### src/rtl/div_unit.sv
// Multi-cycle restoring divider for MIPS DIV/DIVU: one quotient bit per cycle,
// quotient goes to LO and remainder to HI.
module div_unit #(
  parameter int unsigned WIDTH = 32
) (
  input  logic             clk_i,
  input  logic             rst_i,
  input  logic             start_i,
  input  logic             signed_i,
  input  logic             flush_i,
  input  logic [WIDTH-1:0] dividend_i,
  input  logic [WIDTH-1:0] divisor_i,
  output logic             busy_o,
  output logic             done_o,
  output logic [WIDTH-1:0] quot_o,
  output logic [WIDTH-1:0] rem_o
);

  localparam int unsigned CNT_W = $clog2(WIDTH);

  typedef enum logic [1:0] {IDLE, CALC, DONE} state_t;

  state_t           state_q, state_d;
  logic [CNT_W-1:0] cnt_q;
  logic [WIDTH-1:0] rem_q, quot_q, dvsr_q;
  logic             neg_quot_q, neg_rem_q;

  logic             accept, last, div_zero;
  logic             dvd_neg, dvs_neg;
  logic [WIDTH-1:0] dvd_abs, dvs_abs;
  logic [WIDTH:0]   shifted, diff;
  logic [WIDTH-1:0] rem_step, quot_step;

  // Operand conditioning at acceptance
  assign div_zero = (divisor_i == '0);
  assign dvd_neg  = signed_i & dividend_i[WIDTH-1];
  assign dvs_neg  = signed_i & divisor_i[WIDTH-1];
  assign dvd_abs  = dvd_neg ? (~dividend_i + WIDTH'(1)) : dividend_i;
  assign dvs_abs  = dvs_neg ? (~divisor_i + WIDTH'(1)) : divisor_i;

  // One restoring step; the remainder is always below the divisor, so the
  // MSB of a WIDTH+1-bit difference is a reliable borrow flag.
  assign shifted   = {rem_q, quot_q[WIDTH-1]};
  assign diff      = shifted - {1'b0, dvsr_q};
  assign rem_step  = diff[WIDTH] ? shifted[WIDTH-1:0] : diff[WIDTH-1:0];
  assign quot_step = {quot_q[WIDTH-2:0], ~diff[WIDTH]};

  always_ff @(posedge clk_i) begin
    if (rst_i) state_q <= IDLE;
    else       state_q <= state_d;
  end

  // Next state, stall request and completion strobe
  always_comb begin
    state_d = state_q;
    busy_o  = 1'b0;
    done_o  = 1'b0;
    accept  = 1'b0;
    last    = 1'b0;
    case (state_q)
      IDLE: begin
        if (start_i && !flush_i) begin
          accept  = 1'b1;
          busy_o  = 1'b1;
          state_d = div_zero ? DONE : CALC;
        end
      end
      CALC: begin
        busy_o = 1'b1;
        if (cnt_q == CNT_W'(WIDTH - 1)) begin
          last    = 1'b1;
          state_d = DONE;
        end
      end
      DONE: begin
        done_o  = 1'b1;
        state_d = IDLE;
      end
      default: state_d = IDLE;
    endcase
    if (flush_i) begin
      state_d = IDLE;
      busy_o  = 1'b0;
      done_o  = 1'b0;
      last    = 1'b0;
    end
    if (rst_i) begin
      busy_o = 1'b0;
      done_o = 1'b0;
      accept = 1'b0;
      last   = 1'b0;
    end
  end

  // Working registers and result registers
  always_ff @(posedge clk_i) begin
    if (rst_i) begin
      cnt_q      <= '0;
      rem_q      <= '0;
      quot_q     <= '0;
      dvsr_q     <= '0;
      neg_quot_q <= 1'b0;
      neg_rem_q  <= 1'b0;
      quot_o     <= '0;
      rem_o      <= '0;
    end else begin
      if (accept) begin
        cnt_q      <= '0;
        rem_q      <= '0;
        quot_q     <= dvd_abs;
        dvsr_q     <= dvs_abs;
        neg_quot_q <= dvd_neg ^ dvs_neg;
        neg_rem_q  <= dvd_neg;
        if (div_zero) begin
          quot_o <= '1;
          rem_o  <= dividend_i;
        end
      end else if (state_q == CALC) begin
        cnt_q  <= cnt_q + CNT_W'(1);
        rem_q  <= rem_step;
        quot_q <= quot_step;
      end
      if (last) begin
        quot_o <= neg_quot_q ? (~quot_step + WIDTH'(1)) : quot_step;
        rem_o  <= neg_rem_q ? (~rem_step + WIDTH'(1)) : rem_step;
      end
    end
  end

endmodule
### config.mk
export PLATFORM = sky130hd
export DESIGN_NAME = div_unit
export DESIGN_NICKNAME = d
export VERILOG_FILES = /design/src/rtl/div_unit.sv
export SDC_FILE = /design/constraint.sdc
export NUM_CORES = 1
export LEC_CHECK = 0
export BUFFER_PORTS_ARGS = -buffer_cell sky130_fd_sc_hd__buf_2
export CAP_MARGIN = 20
export CORE_ASPECT_RATIO = 0.6
export CORE_UTILIZATION = 35
export CTS_BUF_LIST = sky130_fd_sc_hd__clkbuf_8
export DETAILED_ROUTE_END_ITERATION = 16
export PLACE_DENSITY = 0.59
export SYNTH_ARGS = -nofsm -noshare
export SYNTH_HDL_FRONTEND = slang
export SYNTH_SLANG_ARGS = --single-unit
### constraint.sdc
create_clock -name clk_i -period 4.7 [get_ports clk_i]
set_input_delay 0.705 -clock clk_i [delete_from_list [all_inputs] [get_ports clk_i]]
set_output_delay 0.705 -clock clk_i [all_outputs]
set_load 0.01 [all_outputs]
==> results of run 1 <==
power by group through the flow:
| stage | clock network, mW | registers [mW] | logic [mW] |
|---|---|---|---|
| 2_1_floorplan | 0 | 1.54 | 0.963 |
| 3_3_place_gp | 0 | 1.56 | 1.44 |
| 3_5_place_dp | 0 | 1.56 | 1.44 |
| 4_1_cts | 1.07 | 1.52 | 1.45 |
| 5_1_grt | 1.13 | 1.53 | 1.65 |
| 6_report | 1.03 | 1.52 | 1.52 |
cell type report:
cell class,count,area share (%)
multi-input cells,1231,57.21
diodes,1,0.01814
inverters,50,1.388
flip-flops and latches,169,24.54
well taps,450,4.082
clock inverters,14,0.9072
clock buffers,17,1.696
repair buffers,224,10.11
repair inverters,1,0.05443
state kept, by name (all words and copies together) (netlist names):
| name | flops |
|---|---|
| quot_o | 32 |
| neg_quot_q | 1 |
| rem_q | 32 |
| neg_rem_q | 1 |
| dvsr_q | 32 |
| quot_q | 32 |
| cnt_q | 5 |
| rem_o | 32 |
| state_q | 2 |
per-layer routing:
layer	vias to the layer above	global-route usage, %	part of all wire [%]
li1	5942	-	-
met1	5845	36.12	52
met2	432	32.82	40
met3	20	5.321	7.5
met4	2	3.745	0.80
met5	-	0	0.027
kinds of logic (layout without fill, tap and decap cells):
logic type,after synthesis,in the layout,share of synthesized area [%]
compound gates,475,475,27.29
xor+xnor,132,132,9.871
fa+ha+maj,39,39,4.230
buf+inv,156,306,5.224
flops,169,169,28.89
mux,27,27,2.382
other cells,0,1,0
simple gates,558,558,22.11
worst max-delay path: stages (launching register included):
cell,delay [ns]
dfxtp_1,0.38
ha_1,0.42
nand2_1,0.22
o211ai_1,0.42
a31oi_1,0.15
buf_4,0.18
a21oi_1,0.15
or3_1,0.14
and2_4,0.19
clkinvlp_4,0.16
nand2_1,0.10
o21ai_0,0.10
inv_1,0.08
ha_2,0.19
nand2b_1,0.07
nand2b_1,0.14
a21oi_1,0.11
a31oi_1,0.05
buf_4,0.18
or4_4,0.46
o31ai_4,0.25
xnor2_1,0.15
a21oi_1,0.08
through the flow:
stage	area, µm²	hold slack, ns	cells	power [mW]	setup WS, ns
after global routing	13790	0.4718	2156	4.312	-0.008148
after global placement	13290	0.4457	2122	2.994	0.1777
final	13790	0.4622	2157	4.074	0.2013
after CTS	13650	0.4585	2153	4.042	0.07819
after floorplan	11790	0.4319	1556	2.505	0.004943
after detailed placement	13290	0.4533	2122	2.998	0.1108
final timing paths:
kind,cells past startpoint,startpoint,to
setup / recovery,22,rem_q[10]$_SDFFE_PP0P_,rem_o[28]$_SDFFE_PP0P_
setup reg to reg,22,rem_q[10]$_SDFFE_PP0P_,rem_o[28]$_SDFFE_PP0P_
hold / removal,2,dvsr_q[31]$_SDFFE_PP0P_,dvsr_q[31]$_SDFFE_PP0P_
hold reg to reg,2,dvsr_q[31]$_SDFFE_PP0P_,dvsr_q[31]$_SDFFE_PP0P_
placed cells by master, fill, tap and decap left out, drive strengths merged, types with 17 or more instances in the layout:
cell type | Yosys | final
buf | 18 | 224
nor2 | 194 | 194
nand2 | 169 | 169
dfxtp | 169 | 169
a21oi | 121 | 121
a211oi | 73 | 73
xor2 | 71 | 71
o21ai | 69 | 69
xnor2 | 61 | 61
inv | 49 | 53
ha | 38 | 38
a22oi | 30 | 30
o31ai | 30 | 30
nor3 | 29 | 29
nand3 | 24 | 24
or3 | 24 | 24
mux2i | 23 | 23
a221oi | 19 | 19
a2111oi | 19 | 19
clkbuf | 88 | 17
what timing repair did:
item | in CTS | in global routing
setup endpoints to repair | 0 | 14
gates resized for setup | 0 | 20
hold endpoints to repair | 0 | 0
hold buffers | 0 | 0
buffers inserted | 0 | 1
==> results.py, run 1 <==
metrics = {
    "yosys": {
        "synth_top_cell_by_area": "dfxtp_1",
        "yosysMostFrequentCell": "nor2_1",
        "seq_area_frac_synth_pct": 28.89,
        "yosys.area.top_type_share_pct": 28.89,
        "synth_nets": 1664,
        "async_flop_share_pct": 0,
        "synth_warnings": 0,
        "ys_top_cells_by_count": "194 x nor2_1, 169 x dfxtp_1, 169 x nand2_1, 121 x a21oi_1, 87 x clkbuf_1",
        "synth_area_leaders": "dfxtp_1 29%, nor2_1 6.2%, nand2_1 5.4%",
        "syn_area_per_cell_um2": 7.527,
        "netlist_instances": 1556,
        "synth_edf_count": 0,
        "ys.flop_type": "dfxtp_1",
        "yosysUniqueCellTypes": 73,
        "syn_area_mm2": 0.01171,
        "synth_seq_cells": 169,
    },
    "clock_network": {
        "tritoncts": "yes",
        "cts.sinks": 169,
        "h-tree-depth": 4,
        "cts_buffer_depth": 2,
        "clk_latency_ns": 0.51,
        "cts_buffers": 17,
        "cts-root-buf": "clkbuf_8",
        "cts.clk_slew.worst_paths_ns": 0.10,
    },
    "routing": {
        "routed_via_density": 5.675,
        "ant_nets": 0,
        "drt-wirelength-per-cell_um": 18.59,
        "num_vias": 12240,
        "routed_wl_um": 40090,
        "first_pass_iters": 7,
        "dr.first_iter.drc_count": 1284,
        "post-route-drc-count": 0,
    },
    "pwr": {
        "p_per_area_mw_per_mm2": 295.4,
        "p_seq_share_pct": 37.4,
        "p_leak_nw": 5.358,
        "p_int_mw": 2.492,
        "swShare_pct": 38.82,
        "power_frac_comb_pct": 37.2,
        "ir_worst_vdd_mv": 0.1846,
        "p_switching_mw": 1.582,
        "p_clk_share_pct": 25.4,
    },
    "layout": {
        "finish.utilization_pct": 42.21,
        "register_area_mm2": 0.003385,
        "num-nets-final": 1802,
        "fillers": 3415,
        "drive_above_1_share_pct": 17.76,
        "multi_input_area_mm2": 0.007890,
        "area_delta_synth_final_pct": 17.75,
    },
    "min_path": {
        "hold_path_class": "reg -> reg",
    },
    "worst_setup_path": {
        "cp_max_fo": 6,
        "endpoint_kind": "register",
        "crit_required_ns": 5.07,
        "arrival_ns": 4.87,
        "rrSetupSlack_ns": 0.20,
        "crit_path_start_kind": "register",
        "crit_type": "reg -> reg",
    },
    "grt": {
        "grt_max_degree": 84,
        "antenna_found_initial": 2,
        "grt_overflow": 0,
        "grt_pass1_wl_um": 62390,
        "grt_usage_pct": 23.44,
        "grt_pass1_vias": 11030,
    },
    "sta": {
        "relSlewSlack_pct": 39.28,
        "tightest_slew_ns": 0.9108,
        "fmax_mhz": 222.3,
        "tns_ns": 0,
        "finalCriticalPeriod_ns": 4.499,
        "finalHoldViolations": 0,
        "timing.final.crit_share_pct": 95.72,
        "final_max_slew_viol_count": 0,
        "setup_viol": 0,
        "skew_ns": 0.01135,
    },
    "floorplanning": {
        "initial_utilization_pct": 35.85,
        "die_w_um": 238.2,
        "core_mm2": 0.03267,
        "dieArea_mm2": 0.03422,
        "die_h_um": 143.7,
        "io_pins": 135,
        "fp-row-count": 51,
    },
    "place": {
        "hpwl_um": 30530,
        "gp_congestion": 0.9585,
        "portBuffers": 134,
    },
    "run": {
        "drv_cap": 0,
    },
    "run_status": {
        "status": "finished clean",
    },
}
No activity file was read; power rests on OpenSTA's default activity.
==> run 2, diff against run 1 <==
--- a/config.mk
+++ b/config.mk
@@ -5,7 +5,7 @@
 export SDC_FILE = /design/constraint.sdc
 export NUM_CORES = 1
 export LEC_CHECK = 0
-export BUFFER_PORTS_ARGS = -buffer_cell sky130_fd_sc_hd__buf_2
+export BUFFER_PORTS_ARGS = -buffer_cell sky130_fd_sc_hd__buf_4
 export CAP_MARGIN = 20
 export CORE_ASPECT_RATIO = 0.6
 export CORE_UTILIZATION = 35
==> results.py, run 2 (synthesis results as in run 1) <==
metrics = {
    "layout": {
        "finish.utilization_pct": 43.59,
        "num-nets-final": 1808,
        "diodes": 0,
        "final_cell_mix": "227 x buf_4, 192 x nor2_1, 169 x nand2_1",
        "fin_cells": 2163,
        "register_area_mm2": 0.003395,
        "fin_area_mm2": 0.01424,
        "area_delta_synth_final_pct": 21.60,
        "multi_input_area_mm2": 0.007939,
        "mostFrequentLayoutCell": "buf_4",
        "fillers": 3376,
        "drive_above_1_share_pct": 19.21,
    },
    "place": {
        "pre_cts_slack_ns": 0.1057,
        "portBuffers": 134,
        "hpwl_um": 31190,
        "place_inst": 2123,
        "gp_congestion": 0.9194,
        "postPlaceCellArea_mm2": 0.01365,
    },
    "floorplanning": {
        "io_pins": 135,
        "die_h_um": 143.7,
        "dieArea_mm2": 0.03422,
        "initial_utilization_pct": 35.85,
        "fp-row-count": 51,
        "core_mm2": 0.03267,
        "die_w_um": 238.2,
    },
    "pwr": {
        "p_int_mw": 2.537,
        "p_seq_share_pct": 36.9,
        "ir_worst_vdd_mv": 0.1945,
        "swShare_pct": 38.56,
        "power_frac_comb_pct": 37.9,
        "p_clk_share_pct": 25.1,
        "p_per_area_mw_per_mm2": 289.9,
        "p_leak_nw": 5.443,
        "p_switching_mw": 1.592,
    },
    "worst_setup_path": {
        "crit_required_ns": 5.11,
        "cp_max_fo": 8,
        "arrival_ns": 5.00,
        "crit_chain": "inv_1 -> ha_4 -> a21o_1 -> a31o_1 -> a211o_1 -> a221o_1 -> or3_4 -> and2_4 -> clkinvlp_4 -> buf_4 -> ha_1 -> nand2_1 -> or3_4 -> or4_4 -> nand2b_4 -> o31ai_4 -> xor2_1 -> a221oi_2",
        "slowest_stage": "or4_4",
        "crit_path_start_kind": "register",
        "endpoint_kind": "register",
        "cp_common_cell": "or3_4",
        "cpPeakStageDelay_ns": 0.46,
        "crit_type": "reg -> reg",
    },
    "grt": {
        "use_met1_pct": 36.37,
        "grt_pass1_vias": 11110,
        "grt_max_degree": 92,
        "antenna_found_initial": 0,
        "grt_usage_pct": 23.71,
        "grt_overflow": 0,
        "grt_pass1_wl_um": 63160,
        "top_usage_layer": "met1",
        "grt_use_met3_pct": 4.706,
        "grtUsageMet2_pct": 33.67,
    },
    "clock_network": {
        "cts.sinks": 169,
        "cts_buffers": 17,
        "h-tree-depth": 4,
        "ctsHoldBuffers": 0,
        "tritoncts": "yes",
        "cts_buffer_depth": 2,
        "cts.clk_slew.worst_paths_ns": 0.10,
        "clk_latency_ns": 0.52,
        "cts-root-buf": "clkbuf_8",
    },
    "sta": {
        "final_max_slew_viol_count": 0,
        "fin_ws_ns": 0.1176,
        "finalCriticalPeriod_ns": 4.582,
        "finalHoldViolations": 0,
        "skew_ns": 0.01999,
        "setup_viol": 0,
        "relSlewSlack_pct": 32.80,
        "timing.final.crit_share_pct": 97.50,
        "tightest_slew_ns": 1.008,
        "fmax_mhz": 218.2,
        "tns_ns": 0,
    },
    "run_status": {
        "status": "finished clean",
    },
    "routing": {
        "num_vias": 12090,
        "first_pass_iters": 5,
        "ant_nets": 0,
        "post-route-drc-count": 0,
        "dr.first_iter.drc_count": 1114,
        "routed_via_density": 5.591,
        "routed_wl_um": 40450,
        "drt-wirelength-per-cell_um": 18.70,
    },
    "min_path": {
        "hold_path_class": "reg -> reg",
    },
    "run": {
        "drv_cap": 0,
    },
}
==> run 2: cell count changes in the layout (fill, tap and decap cells not counted), moves of 2 or more <==
cell      previous run  this run
a21oi_2              4         6
dfxtp_2              1         9
nand2b_4             2         4
ha_2                 1         4
dfxtp_1            168       160
buf_2              133         0
a21oi_1            117       115
buf_4               88       227
nand2b_1            13        11
ha_1                35        32
==> run 2: metrics by stage <==
step	power [mW]	hold slack, ns
2_1_floorplan	2.505	0.4319
3_3_place_gp	3.035	0.4416
3_5_place_dp	3.037	0.4490
4_1_cts	4.067	0.4609
5_1_grt	4.359	0.4613
6_report	4.129	0.4589
==> run 2: metal layers <==
metal,vias up,wire (µm)
li1,5951,-
met1,5731,20840
met2,380,16200
met3,31,2940
met4,0,467
met5,-,0
==> run 2: power by group through the flow <==
| stage | logic [mW] | registers, mW | clock network, mW |
|---|---|---|---|
| final | 1.57 | 1.52 | 1.04 |
| after global routing | 1.71 | 1.53 | 1.12 |
| after CTS | 1.49 | 1.52 | 1.05 |
| after detailed placement | 1.48 | 1.56 | 0 |
| after global placement | 1.48 | 1.56 | 0 |
| after floorplan | 0.963 | 1.54 | 0 |
==> run 2: critical path, delay by kind of cell (launching register included) <==
kind,cells,cell delay (ns)
fa+ha+maj,2,0.40
buf+inv,3,0.29
compound gates,6,1.69
simple gates,6,1.65
xor+xnor,1,0.10
flops,1,0.34
==> run 2: worst paths after layout <==
path | startpoint | endpoint | slack [ns] | cells after the start
max | dvsr_q[17]$_SDFFE_PP0P_ | quot_o[28]$_SDFFE_PP0P_ | 0.12 | 18
min | dvsr_q[20]$_SDFFE_PP0P_ | dvsr_q[20]$_SDFFE_PP0P_ | 0.46 | 2
max reg2reg | dvsr_q[17]$_SDFFE_PP0P_ | quot_o[28]$_SDFFE_PP0P_ | 0.12 | 18
min reg2reg | dvsr_q[20]$_SDFFE_PP0P_ | dvsr_q[20]$_SDFFE_PP0P_ | 0.46 | 2
==> run 2: area by class of cell <==
cell class              count  area share (%)
multi-input cells        1231           55.74
flip-flops and latches    169           23.83
repair buffers            231           12.58
well taps                 450           3.953
clock buffers              17           1.643
inverters                  50           1.344
clock inverters            15          0.9049
==> run 2: what timing repair did <==
item                                    CTS  global route
resized for setup                         0            38
endpoints found under the setup margin    0            22
buffers inserted                          0             7
==> run 3, diff against run 2 <==
--- a/config.mk
+++ b/config.mk
@@ -11,7 +11,9 @@
 export CORE_UTILIZATION = 35
 export CTS_BUF_LIST = sky130_fd_sc_hd__clkbuf_8
 export DETAILED_ROUTE_END_ITERATION = 16
+export GPL_ROUTABILITY_DRIVEN = 0
 export PLACE_DENSITY = 0.59
+export REMOVE_ABC_BUFFERS = 1
 export SYNTH_ARGS = -nofsm -noshare
 export SYNTH_HDL_FRONTEND = slang
 export SYNTH_SLANG_ARGS = --single-unit
==> results.py, run 3 (synthesis results as in run 1) <==
metrics = {
    "run_status": {
        "status": "finished clean",
    },
    "clock_network": {
        "h-tree-depth": 4,
        "cts-root-buf": "clkbuf_8",
        "cts.sinks": 169,
        "cts_buffers": 17,
        "clk_latency_ns": 0.51,
        "tritoncts": "yes",
        "ctsHoldBuffers": 0,
        "cts.clk_slew.worst_paths_ns": 0.10,
        "cts_buffer_depth": 2,
    },
    "sta": {
        "finalCriticalPeriod_ns": 4.599,
        "skew_ns": 0.01576,
        "relSlewSlack_pct": 34.94,
        "tns_ns": 0,
        "fmax_mhz": 217.4,
        "tightest_slew_ns": 0.9760,
        "setup_viol": 0,
        "finalHoldViolations": 0,
        "timing.final.crit_share_pct": 97.86,
        "hold_ws_ns": 0.4570,
        "final_max_slew_viol_count": 0,
    },
    "routing": {
        "ant_nets": 0,
        "post-route-drc-count": 0,
        "num_vias": 12200,
        "dr.first_iter.drc_count": 1265,
        "drt-wirelength-per-cell_um": 18.07,
        "routed_wl_um": 39180,
        "routed_via_density": 5.625,
        "first_pass_iters": 5,
    },
    "worst_setup_path": {
        "r2r_start": "rem_q[16]$_SDFFE_PP0P_",
        "worstRegToRegCells": 20,
        "arrival_ns": 4.96,
        "rrSetupSlack_ns": 0.10,
        "crit_type": "reg -> reg",
        "reg2reg_to": "rem_o[28]$_SDFFE_PP0P_",
        "cp_max_fo": 6,
        "endpoint_kind": "register",
        "crit_path_start_kind": "register",
        "crit_required_ns": 5.06,
    },
    "min_path": {
        "min_from": "dvsr_q[20]$_SDFFE_PP0P_",
        "hold_path_depth": 2,
        "hold_path_class": "reg -> reg",
        "holdPathEnd": "dvsr_q[20]$_SDFFE_PP0P_",
    },
    "layout": {
        "fillers": 3361,
        "final_cell_mix": "235 x buf_4, 193 x nor2_1, 169 x nand2_1",
        "multi_input_area_mm2": 0.007903,
        "fin_cells": 2168,
        "register_area_mm2": 0.003391,
        "num-nets-final": 1814,
        "mostFrequentLayoutCell": "buf_4",
        "diodes": 0,
        "finish.utilization_pct": 43.58,
        "area_delta_synth_final_pct": 21.56,
        "drive_above_1_share_pct": 18.74,
    },
    "pwr": {
        "p_leak_nw": 5.490,
        "p_seq_share_pct": 36.5,
        "power_frac_comb_pct": 37.7,
        "swShare_pct": 36.86,
        "p_per_area_mw_per_mm2": 292.6,
        "p_switching_mw": 1.535,
        "p_int_mw": 2.630,
        "ir_worst_vdd_mv": 0.2381,
        "p_clk_share_pct": 25.8,
    },
    "grt": {
        "grt_pass1_vias": 11030,
        "antenna_found_initial": 0,
        "grt_pass1_wl_um": 61150,
        "grt_overflow": 0,
        "grt_usage_pct": 22.78,
        "grt_max_degree": 80,
    },
    "place": {
        "place_inst": 2126,
        "portBuffers": 134,
        "hpwl_um": 29710,
    },
    "run": {
        "drv_cap": 0,
    },
    "floorplanning": {
        "io_pins": 135,
        "die_w_um": 238.2,
        "initial_utilization_pct": 35.85,
        "die_h_um": 143.7,
        "fp-row-count": 51,
        "dieArea_mm2": 0.03422,
        "core_mm2": 0.03267,
    },
}
run 3: changes by cell type in the layout (fill, tap and decap cells not counted), sizes merged:
cell and change:
buf +5, clkinv -1, clkinvlp -2, clkbuf +4, inv -2, bufinv +1
run 3: timing repair:
action / CTS / global route
gates cloned: 0 / 1
pin swaps: 0 / 12
endpoints found under the hold margin: 0 / 0
gates resized for setup: 9 / 32
buffers inserted: 0 / 10
setup endpoints to repair: 8 / 19
run 3: worst max path at each step:
stage                     slack (ns)                       to  cells after the start                    start
after floorplan                -6.76   quot_q[1]$_SDFFE_PP0P_                      4                  flush_i
after global placement          0.07  quot_o[28]$_SDFFE_PP0P_                     18  dvsr_q[17]$_SDFFE_PP0P_
after detailed placement       -0.05   rem_o[28]$_SDFFE_PP0P_                     20   rem_q[16]$_SDFFE_PP0P_
after CTS                       0.02  quot_o[30]$_SDFFE_PP0P_                     18   rem_q[16]$_SDFFE_PP0P_
after global routing           -0.05   rem_o[28]$_SDFFE_PP0P_                     20   rem_q[16]$_SDFFE_PP0P_
final                           0.10   rem_o[28]$_SDFFE_PP0P_                     20   rem_q[16]$_SDFFE_PP0P_
run 3: layout make-up:
| cell class | count | share of cell area (%) |
|---|---|---|
| clock inverter | 11 | 0.7382 |
| clock buffer | 20 | 1.933 |
| tap | 450 | 3.955 |
| sequential | 169 | 23.82 |
| multi-input combinational | 1231 | 55.51 |
| timing repair buffer | 237 | 12.71 |
| inverter | 50 | 1.345 |
run 3: layer usage:
| layer | track usage [%] | wire length [µm] | vias up |
|---|---|---|---|
| met5 | 0 | 0 | - |
| met4 | 4.420 | 414 | 0 |
| met3 | 5.417 | 2805 | 29 |
| met2 | 31.95 | 15630 | 398 |
| met1 | 34.65 | 20330 | 5806 |
| li1 | - | - | 5962 |
run 3: power by group through the flow:
| stage | clock (mW) | sequential (mW) | combinational, mW |
|---|---|---|---|
| after floorplan | 0 | 1.54 | 0.910 |
| after global placement | 0 | 1.55 | 1.44 |
| after detailed placement | 0 | 1.55 | 1.45 |
| after CTS | 1.10 | 1.52 | 1.48 |
| after global routing | 1.15 | 1.53 | 1.71 |
| final | 1.07 | 1.52 | 1.57 |
run 3: critical path: stages, from the launching register on:
cell and delay (ns):
dfxtp_4 0.36, ha_1 0.30, a21o_1 0.21, a31o_1 0.21, a211o_1 0.27, a221o_1 0.37, or3_1 0.36, and2_4 0.19
clkinvlp_4 0.09, buf_12 0.13, nor2_1 0.05, a21oi_2 0.18, ha_4 0.18, nand2b_1 0.08, nand2b_1 0.16, a21oi_2 0.15
a31oi_4 0.08, or4_4 0.57, o31ai_4 0.27, xnor2_1 0.14, a21oi_1 0.08
run 3: stage by stage:
stage | setup slack [ns] | area, µm² | total power [mW]
6_report | 0.1006 | 14240 | 4.165
5_1_grt | -0.04844 | 14240 | 4.392
4_1_cts | 0.01558 | 14010 | 4.098
3_5_place_dp | -0.04519 | 13580 | 3.008
3_3_place_gp | 0.06887 | 13580 | 2.997
2_1_floorplan | -6.760 | 11290 | 2.455
